$ cat config.mk
export PLATFORM = sky130hd
export DESIGN_NAME = i2c_master_ctrl
export DESIGN_NICKNAME = d
export VERILOG_FILES = /design/src/rtl/i2c_master_ctrl.sv
export SDC_FILE = /design/constraint.sdc
export NUM_CORES = 1
export LEC_CHECK = 0
export CORE_MARGIN = 3
export CORE_UTILIZATION = 40
export CTS_CLUSTER_SIZE = 30
export DETAILED_ROUTE_END_ITERATION = 10
export SLEW_MARGIN = 30
export SYNTH_ARGS = -nofsm -noshare
export SYNTH_HDL_FRONTEND = slang
export SYNTH_SLANG_ARGS = --single-unit
$ cat constraint.sdc
create_clock -name clk -period 2.9 [get_ports clk]
set_input_delay 0.58 -clock clk [delete_from_list [all_inputs] [get_ports clk]]
set_output_delay 0.58 -clock clk [all_outputs]
set_load 0.02 [all_outputs]
$ cat src/rtl/i2c_master_ctrl.sv
// Single-byte I2C master: register write (dev, reg, data) or current-address read.
// Bus timing is built from quarter-period ticks; SCL stretching freezes the tick counter.
module i2c_master_ctrl #(
  parameter int QTR_DIV = 4
) (
  input  logic       clk,
  input  logic       rst,
  input  logic       cmdValid,
  output logic       cmdReady,
  input  logic       cmdRw,
  input  logic [6:0] cmdDevAddr,
  input  logic [7:0] cmdRegAddr,
  input  logic [7:0] cmdWrData,
  output logic [7:0] rdData,
  output logic       done,
  output logic       ackErr,
  output logic       sclOut,
  output logic       sdaOut,
  input  logic       sclIn,
  input  logic       sdaIn
);

  // state   | meaning
  // IDLE    | bus released, waiting for a command
  // START_A | SDA and SCL high, bus-free setup
  // START_B | q0: SDA low (START), q1: SCL low
  // BIT     | one data bit, four quarters
  // ACK     | ninth bit: slave ACK or master NAK
  // STOP_A  | SCL low, SDA low
  // STOP_B  | SCL high, SDA low
  // STOP_C  | SDA high (STOP)
  // DONE    | one-cycle done pulse
  typedef enum logic [3:0] {
    IDLE, START_A, START_B, BIT, ACK, STOP_A, STOP_B, STOP_C, DONE
  } state_t;

  localparam logic [7:0] QTR_MAX = 8'(QTR_DIV - 1);

  state_t     r_state;
  logic [7:0] r_qcnt;
  logic [1:0] r_q;
  logic [2:0] r_bit;
  logic [1:0] r_byte;
  logic       r_rw;
  logic [6:0] r_dev;
  logic [7:0] r_reg;
  logic [7:0] r_wdata;
  logic [7:0] r_shift;
  logic [7:0] r_rd;
  logic       r_samp;
  logic       r_done;
  logic       r_ackerr;
  logic       r_scl;
  logic       r_sda;
  logic       r_ready;

  logic       w_stall;
  logic       w_tick;
  logic [7:0] w_cur_byte;
  logic       w_is_rx;
  logic       w_nxt_bit;
  logic       w_nxt_msb;
  logic       w_last_ack;

  assign w_stall = r_scl & ~sclIn;
  assign w_tick  = (r_qcnt == 8'd0) & ~w_stall;

  always_comb begin
    w_cur_byte = r_wdata;
    case (r_byte)
      2'd0:    w_cur_byte = {r_dev, r_rw};
      2'd1:    w_cur_byte = r_reg;
      default: w_cur_byte = r_wdata;
    endcase
  end

  // During the read data byte the master keeps SDA released
  assign w_is_rx    = r_rw & (r_byte == 2'd1);
  assign w_nxt_bit  = w_is_rx | w_cur_byte[3'd6 - r_bit];
  assign w_nxt_msb  = r_rw | ((r_byte == 2'd0) ? r_reg[7] : r_wdata[7]);
  assign w_last_ack = r_rw ? (r_byte == 2'd1) : (r_byte == 2'd2);

  always_ff @(posedge clk) begin
    if (rst) begin
      r_state  <= IDLE;
      r_qcnt   <= QTR_MAX;
      r_q      <= 2'd0;
      r_bit    <= 3'd0;
      r_byte   <= 2'd0;
      r_rw     <= 1'b0;
      r_dev    <= 7'd0;
      r_reg    <= 8'd0;
      r_wdata  <= 8'd0;
      r_shift  <= 8'd0;
      r_rd     <= 8'd0;
      r_samp   <= 1'b0;
      r_done   <= 1'b0;
      r_ackerr <= 1'b0;
      r_scl    <= 1'b1;
      r_sda    <= 1'b1;
      r_ready  <= 1'b1;
    end else begin
      r_done <= 1'b0;
      if (r_state == IDLE || r_state == DONE || w_tick)
        r_qcnt <= QTR_MAX;
      else if (!w_stall)
        r_qcnt <= r_qcnt - 8'd1;

      case (r_state)
        IDLE: begin
          r_scl <= 1'b1;
          r_sda <= 1'b1;
          if (cmdValid && r_ready) begin
            r_rw     <= cmdRw;
            r_dev    <= cmdDevAddr;
            r_reg    <= cmdRegAddr;
            r_wdata  <= cmdWrData;
            r_ready  <= 1'b0;
            r_ackerr <= 1'b0;
            r_q      <= 2'd0;
            r_bit    <= 3'd0;
            r_byte   <= 2'd0;
            r_state  <= START_A;
          end
        end
        START_A: if (w_tick) begin
          r_sda   <= 1'b0;
          r_state <= START_B;
        end
        START_B: if (w_tick) begin
          if (r_q == 2'd0) begin
            r_q   <= 2'd1;
            r_scl <= 1'b0;
          end else begin
            r_q     <= 2'd0;
            r_sda   <= r_dev[6];
            r_state <= BIT;
          end
        end
        BIT: if (w_tick) begin
          r_q <= r_q + 2'd1;
          case (r_q)
            2'd1: r_scl <= 1'b1;
            2'd2: if (w_is_rx) r_shift <= {r_shift[6:0], sdaIn};
            2'd3: begin
              r_scl <= 1'b0;
              if (r_bit == 3'd7) begin
                r_bit   <= 3'd0;
                r_sda   <= 1'b1;
                r_state <= ACK;
                if (w_is_rx) r_rd <= r_shift;
              end else begin
                r_bit <= r_bit + 3'd1;
                r_sda <= w_nxt_bit;
              end
            end
            default: ;
          endcase
        end
        ACK: if (w_tick) begin
          r_q <= r_q + 2'd1;
          case (r_q)
            2'd1: r_scl <= 1'b1;
            2'd2: r_samp <= sdaIn;
            2'd3: begin
              r_scl <= 1'b0;
              if (!w_is_rx && r_samp) begin
                r_ackerr <= 1'b1;
                r_sda    <= 1'b0;
                r_state  <= STOP_A;
              end else if (w_last_ack) begin
                r_sda   <= 1'b0;
                r_state <= STOP_A;
              end else begin
                r_byte  <= r_byte + 2'd1;
                r_sda   <= w_nxt_msb;
                r_state <= BIT;
              end
            end
            default: ;
          endcase
        end
        STOP_A: if (w_tick) begin
          r_scl   <= 1'b1;
          r_state <= STOP_B;
        end
        STOP_B: if (w_tick) begin
          r_sda   <= 1'b1;
          r_state <= STOP_C;
        end
        STOP_C: if (w_tick) begin
          r_done  <= 1'b1;
          r_state <= DONE;
        end
        DONE: begin
          r_ready <= 1'b1;
          r_state <= IDLE;
        end
        default: r_state <= IDLE;
      endcase
    end
  end

  assign cmdReady = r_ready;
  assign rdData   = r_rd;
  assign done     = r_done;
  assign ackErr   = r_ackerr;
  assign sclOut   = r_scl;
  assign sdaOut   = r_sda;

endmodule

==> results.json <==
{
  "ant_nets": 0,
  "holdCritStartpoint": "r_reg[6]",
  "max_clock_freq_mhz": 407,
  "antenna_cells": 0,
  "cts_buffer_depth": 2,
  "power.leakage_nw": 1.53,
  "worstPathRequired_ns": 3.11,
  "finalCritPeriodShare": 0.847,
  "placed_area_sq_um": 3680,
  "core_sq_um": 7490,
  "synth_fp_nets": 431,
  "die_h_microns": 95.4,
  "ctsHtreeMaxLevel": 3,
  "dp_slack_ns": 0.153,
  "clock-sinks": 65,
  "yosysSeqAreaShare": 0.407,
  "cts.clk_slew.worst_paths_ns": 0.08,
  "synthDistinctLibCells": 50,
  "vias": 2771,
  "hold_class": "register to register",
  "power_frac_clock": 0.278,
  "synth_edf_count": 0,
  "cp_cell_sequence": "inv_1, ha_1, o21ai_0, o22ai_1, o32ai_1, o2111ai_1, a2111oi_0, a21oi_1",
  "drcViolationCount": 0,
  "num_rows": 31,
  "worstPathArrival_ns": 2.67,
  "path_delay_family": "compound AO/OA/AOI/OAI gates",
  "post_cts_buffers": 0,
  "r2r-start": "r_byte[0]",
  "viasPerCell": 5.26,
  "end_kind": "register",
  "p_switching_w": 0.000923,
  "cp.buffers_inverters": 1,
  "startpoint": "r_byte[0]",
  "ys_warn_count": 0,
  "boundaryPins": 42,
  "stdcell_area_sq_um": 3870,
  "cts_root_buf": "clkbuf_8",
  "grt_pass1_vias": 2583,
  "grt_pass1_wl_mm": 12.0,
  "avgSynthCellArea_sq_um": 8.20,
  "slowest_stage": "a2111oi_0",
  "maxCapViolCount": 0,
  "power.density_nw_per_um2": 672,
  "start_util": 0.427,
  "firstDrtPassIters": 4,
  "relSlewSlack": 0.507,
  "fin_tns_setup_ns": 0,
  "status": "completed",
  "grt_max_degree": 33,
  "final_nets": 464,
  "slew_viol_final": 0,
  "cts_resized": 0,
  "drive_above_1_share": 0.0771,
  "path_max_fanout": 13,
  "dieArea_sq_um": 9100,
  "wl_per_cell_microns": 13.4,
  "ys.flop_type": "dfxtp_1",
  "hold_buffers": 0,
  "netlist_area_sq_um": 3200,
  "worst_slack_ns": 0.444,
  "dr.first_iter.drc_count": 139,
  "finalClockSkew_ns": 0.00758,
  "grt_setup_unrepaired": "false",
  "fillCellCount": 749,
  "setup_viol": 0,
  "hold_viol": 0,
  "hpwl_mm": 5.04,
  "synthArstFlopShare": 0,
  "cp-start-kind": "register",
  "critPathKind": "register to register",
  "drt-total-wl_mm": 7.08,
  "grt.total_usage": 0.164,
  "intPower_w": 0.00168,
  "sw_frac_of_total": 0.355,
  "grt.overflow.total": 0,
  "pwr-share-seq": 0.424,
  "portBuffers": 41,
  "ir_worst_vdd_mv": 0.346,
  "critPathMaxStageDelay_ns": 0.47,
  "gp_congestion": 0.862,
  "ys_ff_latch": 65,
  "cts_tree": "built",
  "period_minus_slack_ns": 2.46,
  "antenna_found_initial": 0,
  "die_w_microns": 95.4,
  "share_comb_of_total_power": 0.298,
  "syn_inst": 390,
  "syn_to_final_growth_pct": 21.0,
  "worstMarginPinSlew_ns": 0.734,
  "clock_latency_ns": 0.34,
  "cts_buffers": 9
}
placed cells by master, fill, tap and decap left out, drive strengths merged, types with 3 or more instances in the layout:
cell           Yosys  layout
clkbuf            22      11
o22ai              4       4
inv               15      16
nor3              13      13
clkdlybuf4s50      0      40
nand2             69      69
mux2i             24      24
dfxtp             65      65
o21ai             10      10
nor2              40      40
nand4              5       5
o2111ai            5       5
or3b               3       3
ha                12      12
nand2b             4       4
or3                4       4
xnor2              4       4
clkinv             0       3
nand3              6       6
o31ai              5       5
buf                1       5
a21oi             38      38
nor2b              3       3
power groups by stage:
| stage | clock network, W | registers, W | logic, W |
|---|---|---|---|
| 4_1_cts | 0.000747 | 0.00110 | 0.000781 |
| 5_1_grt | 0.000778 | 0.00112 | 0.000887 |
| 3_5_place_dp | 0 | 0.00112 | 0.000777 |
| 6_report | 0.000723 | 0.00110 | 0.000775 |
| 2_1_floorplan | 0 | 0.00107 | 0.000600 |
| 3_3_place_gp | 0 | 0.00112 | 0.000765 |
cell type report:
cell class,count,area [sq um],share of cell area
multi-input combinational,287,1750,0.452
timing repair buffer,45,448,0.116
tap,99,124,0.0320
inverter,15,56.3,0.0146
clock buffer,11,151,0.0391
clock inverter,5,38.8,0.0100
sequential,65,1300,0.336
Yosys cell counts (all sizes together) (2+ instances only):
master / count / area (sq um)
nor3b: 2 / 15.0
nand4: 5 / 37.5
nand2b: 4 / 25.0
a21oi: 38 / 190
o32ai: 2 / 17.5
and2: 2 / 12.5
inv: 15 / 56.3
nor2b: 3 / 18.8
nor3: 13 / 65.1
o21ai: 10 / 50.1
mux2i: 24 / 240
o21a: 2 / 15.0
a221o: 2 / 20.0
a31oi: 2 / 12.5
or3: 4 / 25.0
dfxtp: 65 / 1300
a32oi: 2 / 17.5
or3b: 3 / 26.3
xor2: 2 / 17.5
nor4: 2 / 18.8
nand3: 6 / 35.0
mux2: 2 / 22.5
nor2: 40 / 150
or2: 2 / 12.5
ha: 12 / 150
a211o: 2 / 17.5
xnor2: 4 / 35.0
nand2: 69 / 259
clkbuf: 22 / 82.6
o22ai: 4 / 25.0
o31ai: 5 / 37.5
o2111ai: 5 / 43.8
kinds of logic after synthesis:
group,Yosys count,share of synthesized area
fa+ha+maj,12,0.0470
buf+inv,38,0.0458
flops,65,0.407
simple gates,158,0.231
mux,26,0.0822
compound gates,85,0.170
xor+xnor,6,0.0164
tightest hold or removal path: stages, from the launching register on:
cell	delay, ns
dfxtp_1	0.31
nand2_1	0.05
a21oi_1	0.05
per-layer routing:
metal	vias to the layer above	track usage	routed length (microns)
li1	1429	-	-
met1	1286	0.224	3520
met2	49	0.247	3180
met3	7	0.0395	290
met4	0	0.0687	85
met5	-	0	0
path summary, 6_finish.rpt:
kind | endpoint | slack [ns] | cells past startpoint
max | sdaOut | 0.44 | 8
min | r_reg[6] | 0.46 | 2
min reg2reg | r_reg[6] | 0.46 | 2
max reg2reg | sdaOut | 0.44 | 8
stage by stage:
stage	instances	utilization	power, W	hold WS [ns]
after floorplan	390	-	0.00167	0.432
after global placement	511	0.491	0.00189	0.444
after detailed placement	511	0.491	0.00190	0.447
after CTS	527	0.517	0.00263	0.458
after global routing	527	0.517	0.00278	0.475
final	527	0.517	0.00260	0.456
No activity file was read; power rests on OpenSTA's default activity.
